[src/rtl/pwm_capture.sv]
// pwm_capture: measures high time, period and duty cycle (0-100 %) of an asynchronous PWM line.
//   clk           : system clock, rising edge
//   rst_n         : asynchronous active-low reset
//   pwm_in        : asynchronous PWM input, synchronised internally
//   duty_percent  : last measured duty, 0-100 (100 only on a stuck-high loss)
//   high_cycles   : last measured high time in clk cycles
//   period_cycles : last measured period in clk cycles
//   duty_valid    : one-cycle pulse when the three outputs above change
//   signal_lost   : high while no valid period is being measured
module pwm_capture #(
    parameter int CNT_W   = 20,
    parameter int TIMEOUT = 131071
) (
    input  logic             clk,
    input  logic             rst_n,
    input  logic             pwm_in,
    output logic [6:0]       duty_percent,
    output logic [CNT_W-1:0] high_cycles,
    output logic [CNT_W-1:0] period_cycles,
    output logic             duty_valid,
    output logic             signal_lost
);
    localparam int NW = CNT_W + 7;

    typedef enum logic [1:0] {IDLE, HIGH, LOW} state_t;

    state_t            state, state_nxt;
    logic              s1, s2, s3;
    logic              rise, fall, timeout, start, ge;
    logic [CNT_W-1:0]  hi_cnt, lo_cnt, idle_cnt, per_now, hi_op, per_op;
    logic [NW-1:0]     rem, dvs;
    logic [5:0]        quo;
    logic [2:0]        step;
    logic              busy;

    assign rise    = s2 & ~s3;
    assign fall    = ~s2 & s3;
    assign per_now = hi_cnt + lo_cnt;
    assign timeout = (state != IDLE) && (idle_cnt == CNT_W'(TIMEOUT - 1));
    // A rise is only accepted when the previous division has fully reported,
    // which makes 9 cycles the shortest period that is ever reported.
    assign start   = (state == LOW) && rise && !timeout && !busy && !duty_valid;
    assign ge      = rem >= dvs;

    always_ff @(posedge clk or negedge rst_n)
        if (!rst_n) state <= IDLE;
        else        state <= state_nxt;

    always_comb begin
        state_nxt = timeout                     ? IDLE :
                    (state == IDLE && rise)     ? HIGH :
                    (state == HIGH && fall)     ? LOW  :
                    (state == LOW  && rise)     ? HIGH : state;
    end

    always_ff @(posedge clk or negedge rst_n)
        if (!rst_n) {s1, s2, s3} <= '0;
        else        {s1, s2, s3} <= {pwm_in, s1, s2};

    // The edge-recognition cycle counts as the first cycle of the new phase.
    always_ff @(posedge clk or negedge rst_n)
        if (!rst_n) begin
            hi_cnt   <= '0;
            lo_cnt   <= '0;
            idle_cnt <= '0;
        end else begin
            idle_cnt <= (rise | fall) ? '0 :
                        (idle_cnt == CNT_W'(TIMEOUT - 1)) ? idle_cnt : idle_cnt + CNT_W'(1);
            hi_cnt   <= (rise && state != HIGH) ? CNT_W'(1) :
                        (state == HIGH && !fall) ? hi_cnt + CNT_W'(1) : hi_cnt;
            lo_cnt   <= (state == HIGH && fall) ? CNT_W'(1) :
                        (state == LOW) ? lo_cnt + CNT_W'(1) : lo_cnt;
        end

    // Restoring divider: the divisor starts at period<<6 and shifts right,
    // producing one quotient bit per cycle, MSB first, over 7 cycles.
    always_ff @(posedge clk or negedge rst_n)
        if (!rst_n) begin
            busy   <= 1'b0;
            rem    <= '0;
            dvs    <= '0;
            quo    <= '0;
            step   <= '0;
            hi_op  <= '0;
            per_op <= '0;
        end else if (timeout) begin
            busy <= 1'b0;
        end else if (start) begin
            busy   <= 1'b1;
            rem    <= NW'(hi_cnt) * NW'(7'd100);
            dvs    <= NW'(per_now) << 6;
            step   <= '0;
            hi_op  <= hi_cnt;
            per_op <= per_now;
        end else if (busy) begin
            rem  <= ge ? rem - dvs : rem;
            dvs  <= dvs >> 1;
            quo  <= {quo[4:0], ge};
            step <= step + 3'd1;
            busy <= step != 3'd6;
        end

    // Timeout has priority over a completing division.
    always_ff @(posedge clk or negedge rst_n)
        if (!rst_n) begin
            duty_percent  <= '0;
            high_cycles   <= '0;
            period_cycles <= '0;
            duty_valid    <= 1'b0;
            signal_lost   <= 1'b1;
        end else begin
            duty_valid <= 1'b0;
            if (timeout) begin
                duty_percent  <= s2 ? 7'd100 : 7'd0;
                high_cycles   <= '0;
                period_cycles <= '0;
                duty_valid    <= 1'b1;
                signal_lost   <= 1'b1;
            end else if (busy && step == 3'd6) begin
                duty_percent  <= {quo, ge};
                high_cycles   <= hi_op;
                period_cycles <= per_op;
                duty_valid    <= 1'b1;
                signal_lost   <= 1'b0;
            end
        end
endmodule

[config.mk]
export PLATFORM = sky130hd
export DESIGN_NAME = pwm_capture
export DESIGN_NICKNAME = d
export VERILOG_FILES = /design/src/rtl/pwm_capture.sv
export SDC_FILE = /design/constraint.sdc
export NUM_CORES = 1
export LEC_CHECK = 0
export CAP_MARGIN = 10
export CORE_ASPECT_RATIO = 1.5
export CORE_MARGIN = 2
export CORE_UTILIZATION = 30
export CTS_CLUSTER_SIZE = 40
export DETAILED_ROUTE_END_ITERATION = 10
export HOLD_SLACK_MARGIN = 0.15
export PLACE_DENSITY = 0.46
export SYNTH_ARGS = -nofsm -noshare
export SYNTH_HDL_FRONTEND = slang
export SYNTH_SLANG_ARGS = --single-unit
[constraint.sdc]
create_clock -name clk -period 5.58 [get_ports clk]
set_input_delay 1.395 -clock clk [delete_from_list [all_inputs] [get_ports clk]]
set_output_delay 1.395 -clock clk [all_outputs]
set_load 0.01 [all_outputs]
==> results.json <==
{
  "insertion_delay_ps": 550,
  "synth_largest_area_cell": "dfrtp_1",
  "first_pass_iters": 5,
  "worstSetupEndpointType": "flop",
  "cts-resized-gates": 0,
  "final_max_slew_viol_count": 0,
  "drive_above_1_share_pct": 4.79,
  "portBuffers": 51,
  "async_flop_share_pct": 100,
  "skew_ps": 14.5,
  "p_leak_nw": 7.78,
  "cts_setup_buffers": 0,
  "postLayoutCellArea_sq_um": 15400,
  "cp_max_fo": 6,
  "hold_viol_final": 0,
  "overflow": 0,
  "drtIter0Drc": 480,
  "path_clk_slew_ps": 60,
  "r2r_cells": 12,
  "critical-path-max-stage-delay_ps": 830,
  "min_path_type": "flop to flop",
  "grt_max_degree": 97,
  "finalNonFillerCells": 2080,
  "wl_per_cell_microns": 17.8,
  "ys_ff_latch": 217,
  "cts_buffer_depth": 3,
  "p_comb_share_pct": 43.3,
  "synth_commonest_cells": "dfrtp_1, nand2_1, nor2_1",
  "htreeDepth": 1,
  "crit_required_ps": 5960,
  "status": "finished, final reports clean",
  "power_density_nw_per_um2": 449,
  "ys_warn_count": 0,
  "yosysTopAreaCellShare_pct": 40.5,
  "synth_area_leaders": "dfrtp_1, ha_1, nand2_1",
  "cp.buffers_inverters": 0,
  "synthFlopType": "dfrtp_1",
  "numCtsBuffers": 26,
  "syn_to_final_growth_pct": 15.3,
  "synth_simple_gate_area_share_pct": 16.8,
  "gp_congestion": 0.825,
  "crit_top_cell": "ha_1",
  "via_per_inst": 4.92,
  "layout_setup_ws_ps": 1070,
  "sw_frac_of_total_pct": 39.2,
  "pin_count": 52,
  "p_seq_share_pct": 30.7,
  "power_frac_clock_pct": 25.9,
  "synthAdderAreaFrac_pct": 13.4,
  "rsz0062_at_grt": "no",
  "setup_viol": 0,
  "antenna_found_initial": 0,
  "core_sq_um": 43900,
  "postRouteAntennaNets": 0,
  "power.total_mw": 6.90,
  "synth_xor_area_share_pct": 5.78,
  "synth_area_sq_um": 13300,
  "yosysSeqAreaShare_pct": 40.7,
  "drc": 0,
  "syn_nets": 1584,
  "start_util_pct": 30.4,
  "die_h_microns": 262,
  "maxSlewHeadroom_pct": 35.1,
  "antennaDiodeCount": 0,
  "critical_path_depth": 12,
  "fmax_mhz": 222,
  "syn_area_per_cell_sq_um": 9.21,
  "routed_wl_mm": 36.9,
  "synthMuxAreaShare_pct": 4.31,
  "cts_tree": "built",
  "dpl.hpwl_mm": 27.5,
  "fillers": 4446,
  "dp_cells": 2034,
  "finalSetupTns_ps": 0,
  "power.switching_mw": 2.70,
  "grt_use_total_pct": 16.2,
  "rows": 94,
  "synth.most_common_cell": "dfrtp_1",
  "post-route-period-util_pct": 80.8,
  "synth_edf_count": 0,
  "worstPathArrival_ps": 4890,
  "multi_input_area_sq_um": 7290,
  "fin_nets": 1622,
  "cts_hold_buf": 0,
  "syn_inst": 1448,
  "vias": 10226,
  "cts.sinks": 217,
  "fin_crit_ps": 4510,
  "clock_tree.root_cell": "clkbuf_16",
  "die-area_sq_um": 46200,
  "seqCellArea_sq_um": 5430,
  "synth_compound_area_share_pct": 14.1,
  "start_kind": "flop",
  "slowest_stage": "a2111oi_0",
  "placed_cell_area_sq_um": 14500,
  "vdd_drop_max_mv": 0.273,
  "fp.dieW_microns": 176,
  "grt_pass1_wl_mm": 59.7,
  "crit_family": "compound AO/OA/AOI/OAI gates",
  "max_cap_violations": 0,
  "p_int_mw": 4.19,
  "place_ws_ps": 1110,
  "synth_cell_types": 67,
  "first_global_vias": 10539,
  "synth_top_family_by_area": "simple AND/OR/NAND/NOR gates",
  "hold_path_depth": 0,
  "crit_type": "flop to flop",
  "path_cells": "ha_1, ha_1, fa_1, ha_1, a211o_1, a2111oi_0, o31ai_1, a31o_2, a21o_1, a31oi_1, xor2_1, a21boi_0",
  "tightest_slew_ps": 949
}
[worst paths after layout]
kind	from	to	slack, ps
min in group asynchronous	rst_n	rem[1]	850
max reg2reg	hi_cnt[2]	rem[24]	1070
min	s1	s2	350
min reg2reg	s1	s2	350
max in group asynchronous	rst_n	lo_cnt[17]	3670
max	hi_cnt[2]	rem[24]	1070
[state kept, by name (all words and copies together) (netlist names), 2 cells and up]
| name | count |
|---|---|
| step | 3 |
| duty_percent | 7 |
| high_cycles | 20 |
| hi_cnt | 20 |
| rem | 27 |
| lo_cnt | 20 |
| idle_cnt | 20 |
| dvs | 26 |
| hi_op | 20 |
| quo | 6 |
| state | 2 |
| per_op | 20 |
| period_cycles | 20 |
[logic make-up after synthesis]
group	count (synthesis)
AOI/OAI and AO/OA	301
DFF	217
and+or+nand+nor	488
adders and majority gates	133
xor gates and xnor gates	88
muxes	57
buffers and inverters	164
[cells in the final DEF, fill, tap and decap left out, types with 9 or more instances in the layout]
master           netlist  routed
ha_1                 116     116
nand4_1               14      14
or3_1                 10      10
mux2i_1               54      54
nor2_1               145     145
clkdlybuf4s50_1        0      50
and3_1                20      19
a211oi_1              18      18
nor3_1                22      22
nand2b_1               9       9
and2_1                22      22
nand3_1               44      43
o211ai_1               9       9
clkbuf_16              0      26
o21ai_0               84      84
o31ai_1               12      12
a31oi_1                9       9
nand2_1              168     167
buf_4                  2      12
dfrtp_1              216     216
o21a_1                13      13
inv_1                110     110
a21o_1                24      24
xnor2_1               58      58
fa_1                  17      17
a21oi_1               80      80
xor2_1                30      30
[per-stage QoR]
stage / hold slack (ps) / util [%]
after floorplan: 331 / -
after global placement: 339 / 33.0
after detailed placement: 339 / 33.0
after CTS: 353 / 35.0
after global routing: 357 / 35.0
final: 350 / 35.0
[layout make-up]
cell class                 count  area share (%)
multi-input combinational   1067            47.4
sequential                   217            35.3
clock buffer                  34            4.69
tap                          576            4.69
timing repair buffer          64            4.07
inverter                     110            2.69
clock inverter                12            1.11
[power by group through the flow]
stage / logic (mW) / clock network (mW) / registers, mW
3_3_place_gp: 2.99 / 0 / 2.15
3_5_place_dp: 3.00 / 0 / 2.15
2_1_floorplan: 2.23 / 0 / 2.08
5_1_grt: 3.38 / 1.92 / 2.16
6_report: 2.99 / 1.79 / 2.12
4_1_cts: 3.02 / 1.85 / 2.13
[per-layer routing]
| layer | wire length [microns] | share of wire, % | up-vias | global-route usage, % |
|---|---|---|---|---|
| met5 | 0 | 0 | - | 0 |
| met4 | 1470 | 4.0 | 0 | 6.61 |
| met3 | 1040 | 2.8 | 54 | 1.93 |
| met2 | 19200 | 52 | 149 | 29.9 |
| met1 | 15200 | 41 | 4948 | 18.8 |
| li1 | - | - | 5075 | - |
Power figures use the tool's default switching activity.
==> RTL change 1 (same flow settings) <==
The 3 states of `state_t` get a one-hot encoding in 3 bits.
--- a/src/rtl/pwm_capture.sv
+++ b/src/rtl/pwm_capture.sv
@@ -23,5 +23,5 @@
     localparam int NW = CNT_W + 7;
 
-    typedef enum logic [1:0] {IDLE, HIGH, LOW} state_t;
+    typedef enum logic [2:0] {IDLE = 3'b001, HIGH = 3'b010, LOW = 3'b100} state_t;
 
     state_t            state, state_nxt;
Check against the original RTL: same outputs for any inputs over 10 cycles, from zero or initial values and one cycle with rst_n low; not proved beyond that.
==> RTL change 1 against the original RTL <==
First-iteration DRC count down 1.5%. Highest routed layer unchanged. Clock skew down 0.0036 ns. Critical path type unchanged. Synthesized area up 3.8%. Worst setup slack better by 0.60 ns. Routed wire length down 2.3%. Sequential cell count up 1. Design area up 3.4%. Via count up 3.2%.
Power is not compared: it rests on default switching activity, and its combinational part moved more than twofold at a synthesized area within 25%.
==> RTL change 1: results (changes against the original RTL) <==
* rem[26]$_DFFE_PN0P_ — capturing point of the worst reg2reg path
* 0.394 — fraction of the yosys area taken by sequential cells, -0.0131
* 4.32 ns — worst path arrival time, -0.57 ns
* 10.8k — via count of the first global-routing pass, +2.4%
* adder cells — CP top delay family
* 0.0527 — layout cells sized above 1, +0.00479
* 0.151 — Total GRT Usage, -0.0116
* 473 — Detailed Route Iter0 Violations, -1.5%
* 109 — maximum number of pins on one net before global-route repair, +12%
* 0 — number of antenna violations at the first check in global routing, unchanged
* 26800 um — placed wire-length estimate after detailed placement, -2.7%
* dfrtp_1, nand2_1, nor2_1 — synth cell count leaders
* hi_cnt[3]$_DFFE_PN0P_ — R2R Path Start
* 1655 — synthesized net count, +4.5%
* 58700 um — first-pass GRT wire length, -1.8%
* 0.823 — GP Congestion, -0.25%
* completed — run status
* 36100 um — detailed-route wire length, -2.3%
* 0.49 ns — worst stage delay on the critical path, -0.34 ns
* 0.0109 ns — clock tree skew after final layout, -0.00361 ns
* 0.358 ns — worst hold slack after final layout, +0.00731 ns
* 72 — count of different cell masters after synthesis, +7.5%
* 4.87 — mean number of vias per cell, -0.85%
* 1.67 ns — register-to-register setup slack, +0.60 ns
* 0.295 — max-slew headroom at the worst pin, -0.0558
* 14 — depth of the worst register-to-register path, +2
-- RTL change 1: power by group --
part,internal [uW],switching (uW)
clock,1050,710
sequential,1580,4.60
combinational,11.6,44.0
-- RTL change 1: worst max path at each step --
stage	from	endpoint	slack [ns]	cells past startpoint
3_3_place_gp	hi_cnt[3]$_DFFE_PN0P_	rem[25]$_DFFE_PN0P_	1.71	14
5_1_grt	hi_cnt[3]$_DFFE_PN0P_	rem[26]$_DFFE_PN0P_	1.39	14
3_5_place_dp	hi_cnt[3]$_DFFE_PN0P_	rem[25]$_DFFE_PN0P_	1.70	14
2_1_floorplan	hi_cnt[2]$_DFFE_PN0P_	rem[25]$_DFFE_PN0P_	2.19	12
6_report	hi_cnt[3]$_DFFE_PN0P_	rem[26]$_DFFE_PN0P_	1.67	14
4_1_cts	hi_cnt[4]$_DFFE_PN0P_	rem[26]$_DFFE_PN0P_	1.68	14
-- RTL change 1: per-layer routing --
metal | up-vias | wire length, um | GRT usage
met5 | - | 0 | 0
met4 | 0 | 925 | 0.0492
met3 | 43 | 791 | 0.0159
met2 | 97 | 18400 | 0.275
met1 | 5098 | 16000 | 0.186
li1 | 5311 | - | -
-- RTL change 1: area by class of cell --
type	instances	area, sq um
Clock buffer	31	677
Multi-Input combinational cell	1126	7740
Clock inverter	13	190
Timing Repair Buffer	65	633
Inverter	123	462
Fill cell	4761	29700
Tap cell	588	736
Sequential cell	218	5460
-- RTL change 1: logic make-up (layout without fill, tap and decap cells) --
family,count (synthesis),after routing,synth area share
AO/OA/AOI/OAI,299,299,0.136
XOR/XNOR,89,89,0.0563
adder cells (fa/ha/maj),133,133,0.129
buffers and inverters,175,232,0.0505
flip-flops,218,218,0.394
multiplexers,77,77,0.0561
AND/OR/NAND/NOR,528,528,0.177
-- RTL change 1: metrics by stage --
step / utilization / cells / instance area (sq um)
after floorplan: - / 1519 / 13800
after global placement: 0.329 / 2120 / 15000
after detailed placement: 0.329 / 2120 / 15000
after CTS: 0.348 / 2164 / 15900
after global routing: 0.348 / 2164 / 15900
final: 0.348 / 2164 / 15900
==> RTL change 2 (same settings) <==
Made on the original files. `TIMEOUT`: 131071 -> 65536.
--- a/src/rtl/pwm_capture.sv
+++ b/src/rtl/pwm_capture.sv
@@ -10,5 +10,5 @@
 module pwm_capture #(
     parameter int CNT_W   = 20,
-    parameter int TIMEOUT = 131071
+    parameter int TIMEOUT = 65536
 ) (
     input  logic             clk,
Function: same outputs for any inputs over 10 cycles, from zero or initial values and one cycle with rst_n low; that may be too few to reach the edited logic, so the function may still have changed.
==> RTL change 2 against the original RTL <==
Synthesized area rose by 0.19%. Maximum frequency rose by 13%. Synthesized cell count rose by 0.35%. Total power barely moved. Design area rose by 0.18%. Combinational power barely moved. Non-clock buffer count rose by 1. Clock power fell by 3%. Worst setup slack improved by 0.50 ns. Routed wire length fell by 1.4%. Largest cell class unchanged. Sequential cell count did not move.
==> RTL change 2: results (changes against the original RTL) <==
* completed — run status
* 59000 um — first-pass GRT wire length, -1.3%
* 2043 — number of placed instances with taps included, +0.44%
* 0.359 ns — worst hold slack after final layout, +0.00848 ns
* 7340 sq um — Multi-input gate area, +0.63%
* 0.353 — register fraction of the total cell area, -0.000633
* 0.49 ns — worst stage delay on the critical path, -0.34 ns
* 176 um — Die W, about the same
* 66 — count of different cell masters after synthesis, -1.5%
* 0.395 — switching power as a share of total power, +0.00261
* 9.20 sq um — average cell area after synthesis, -0.16%
* 0.0394 ns — clock tree skew after final layout, +0.0250 ns
* 31 — final-layout clock buffer total, -8.8%
* 15 — depth of the worst register-to-register path, +3
* 4.01 ns — Tmin final, -0.502 ns
* 1.57 ns — register-to-register setup slack, +0.50 ns
* 1076 — multi-input combinational gate total, +0.84%
* fa_1 — master of the slowest instance on the critical path
* 2720 uW — switching power, +0.67%
* 0.0510 — layout cells sized above 1, +0.00309
* 0.170 mV — maximum vdd drop, -38%
* 65 — number of buffers other than clock buffers in the final layout, +1.6%
* 422 — Detailed Route Iter0 Violations, -12%
* 0.313 — sequential share of power, +0.006
* dfrtp_1, ha_1, nand2_1, mux2i_1, xnor2_1 — top area cells in the synthesized netlist
* 0.351 — post-layout util, +0.000627
* 1588 — synthesized net count, +0.25%
* 1.63 ns — pre-CTS setup slack, +0.529 ns
* 109 — count of inverters not on the clock network in the layout, -0.91%
* 3000 uW — Comb power, about the same
* 4.83 — mean number of vias per cell, -1.7%
* 4457 — fill cell total of the finished layout, +0.25%
* 27200 um — placed wire-length estimate after detailed placement, -1.1%
* dfrtp_1, nand2_1, nor2_1 — synth cell count leaders
* 36400 um — detailed-route wire length, -1.4%
* 106 — maximum number of pins on one net before global-route repair, +9.3%
* 10.5k — via count of the first global-routing pass, -0.11%
* 17.5 um — per-cell routed wire length, -1.8%
* 14500 sq um — instance area after placement, +0.35%
* 0.161 — Total GRT Usage, -0.00121
* 0.861 — GP Congestion, +4.4%
* 4 — first-pass iteration count of the detailed router, -1
* rem[25]$_DFFE_PN0P_ — Critical path destination
* 1.00 — async set or reset register ratio after synthesis, unchanged
* 0 — # Post-CTS Setup Buffers, unchanged
* adder cells — CP top delay family
* 4.41 ns — worst path arrival time, -0.48 ns
* 0.186 — max-slew headroom at the worst pin, -0.165
* 0.406 — fraction of the yosys area taken by sequential cells, -0.000763
RTL change 2: kinds of logic after synthesis:
| group | synth area share |
|---|---|
| flops | 0.406 |
| fa+ha+maj | 0.133 |
| xor+xnor | 0.0570 |
| buf+inv | 0.0461 |
| mux | 0.0576 |
| compound gates | 0.131 |
| simple gates | 0.168 |
RTL change 2: worst register-to-register path: cells and delay by family (launching register included):
family	cells	cell delay [ns]
AND/OR/NAND/NOR	3	0.37
adder cells (fa/ha/maj)	4	1.46
flip-flops	1	0.48
buffers and inverters	2	0.09
multiplexers	1	0.33
AO/OA/AOI/OAI	5	1.11
RTL change 2: layer usage:
| layer | GRT usage | part of all wire | routed length [um] |
|---|---|---|---|
| met2 | 0.288 | 0.51 | 18600 |
| met4 | 0.0692 | 0.044 | 1610 |
| met5 | 0 | 0 | 0 |
| met3 | 0.0185 | 0.029 | 1040 |
| met1 | 0.194 | 0.42 | 15100 |
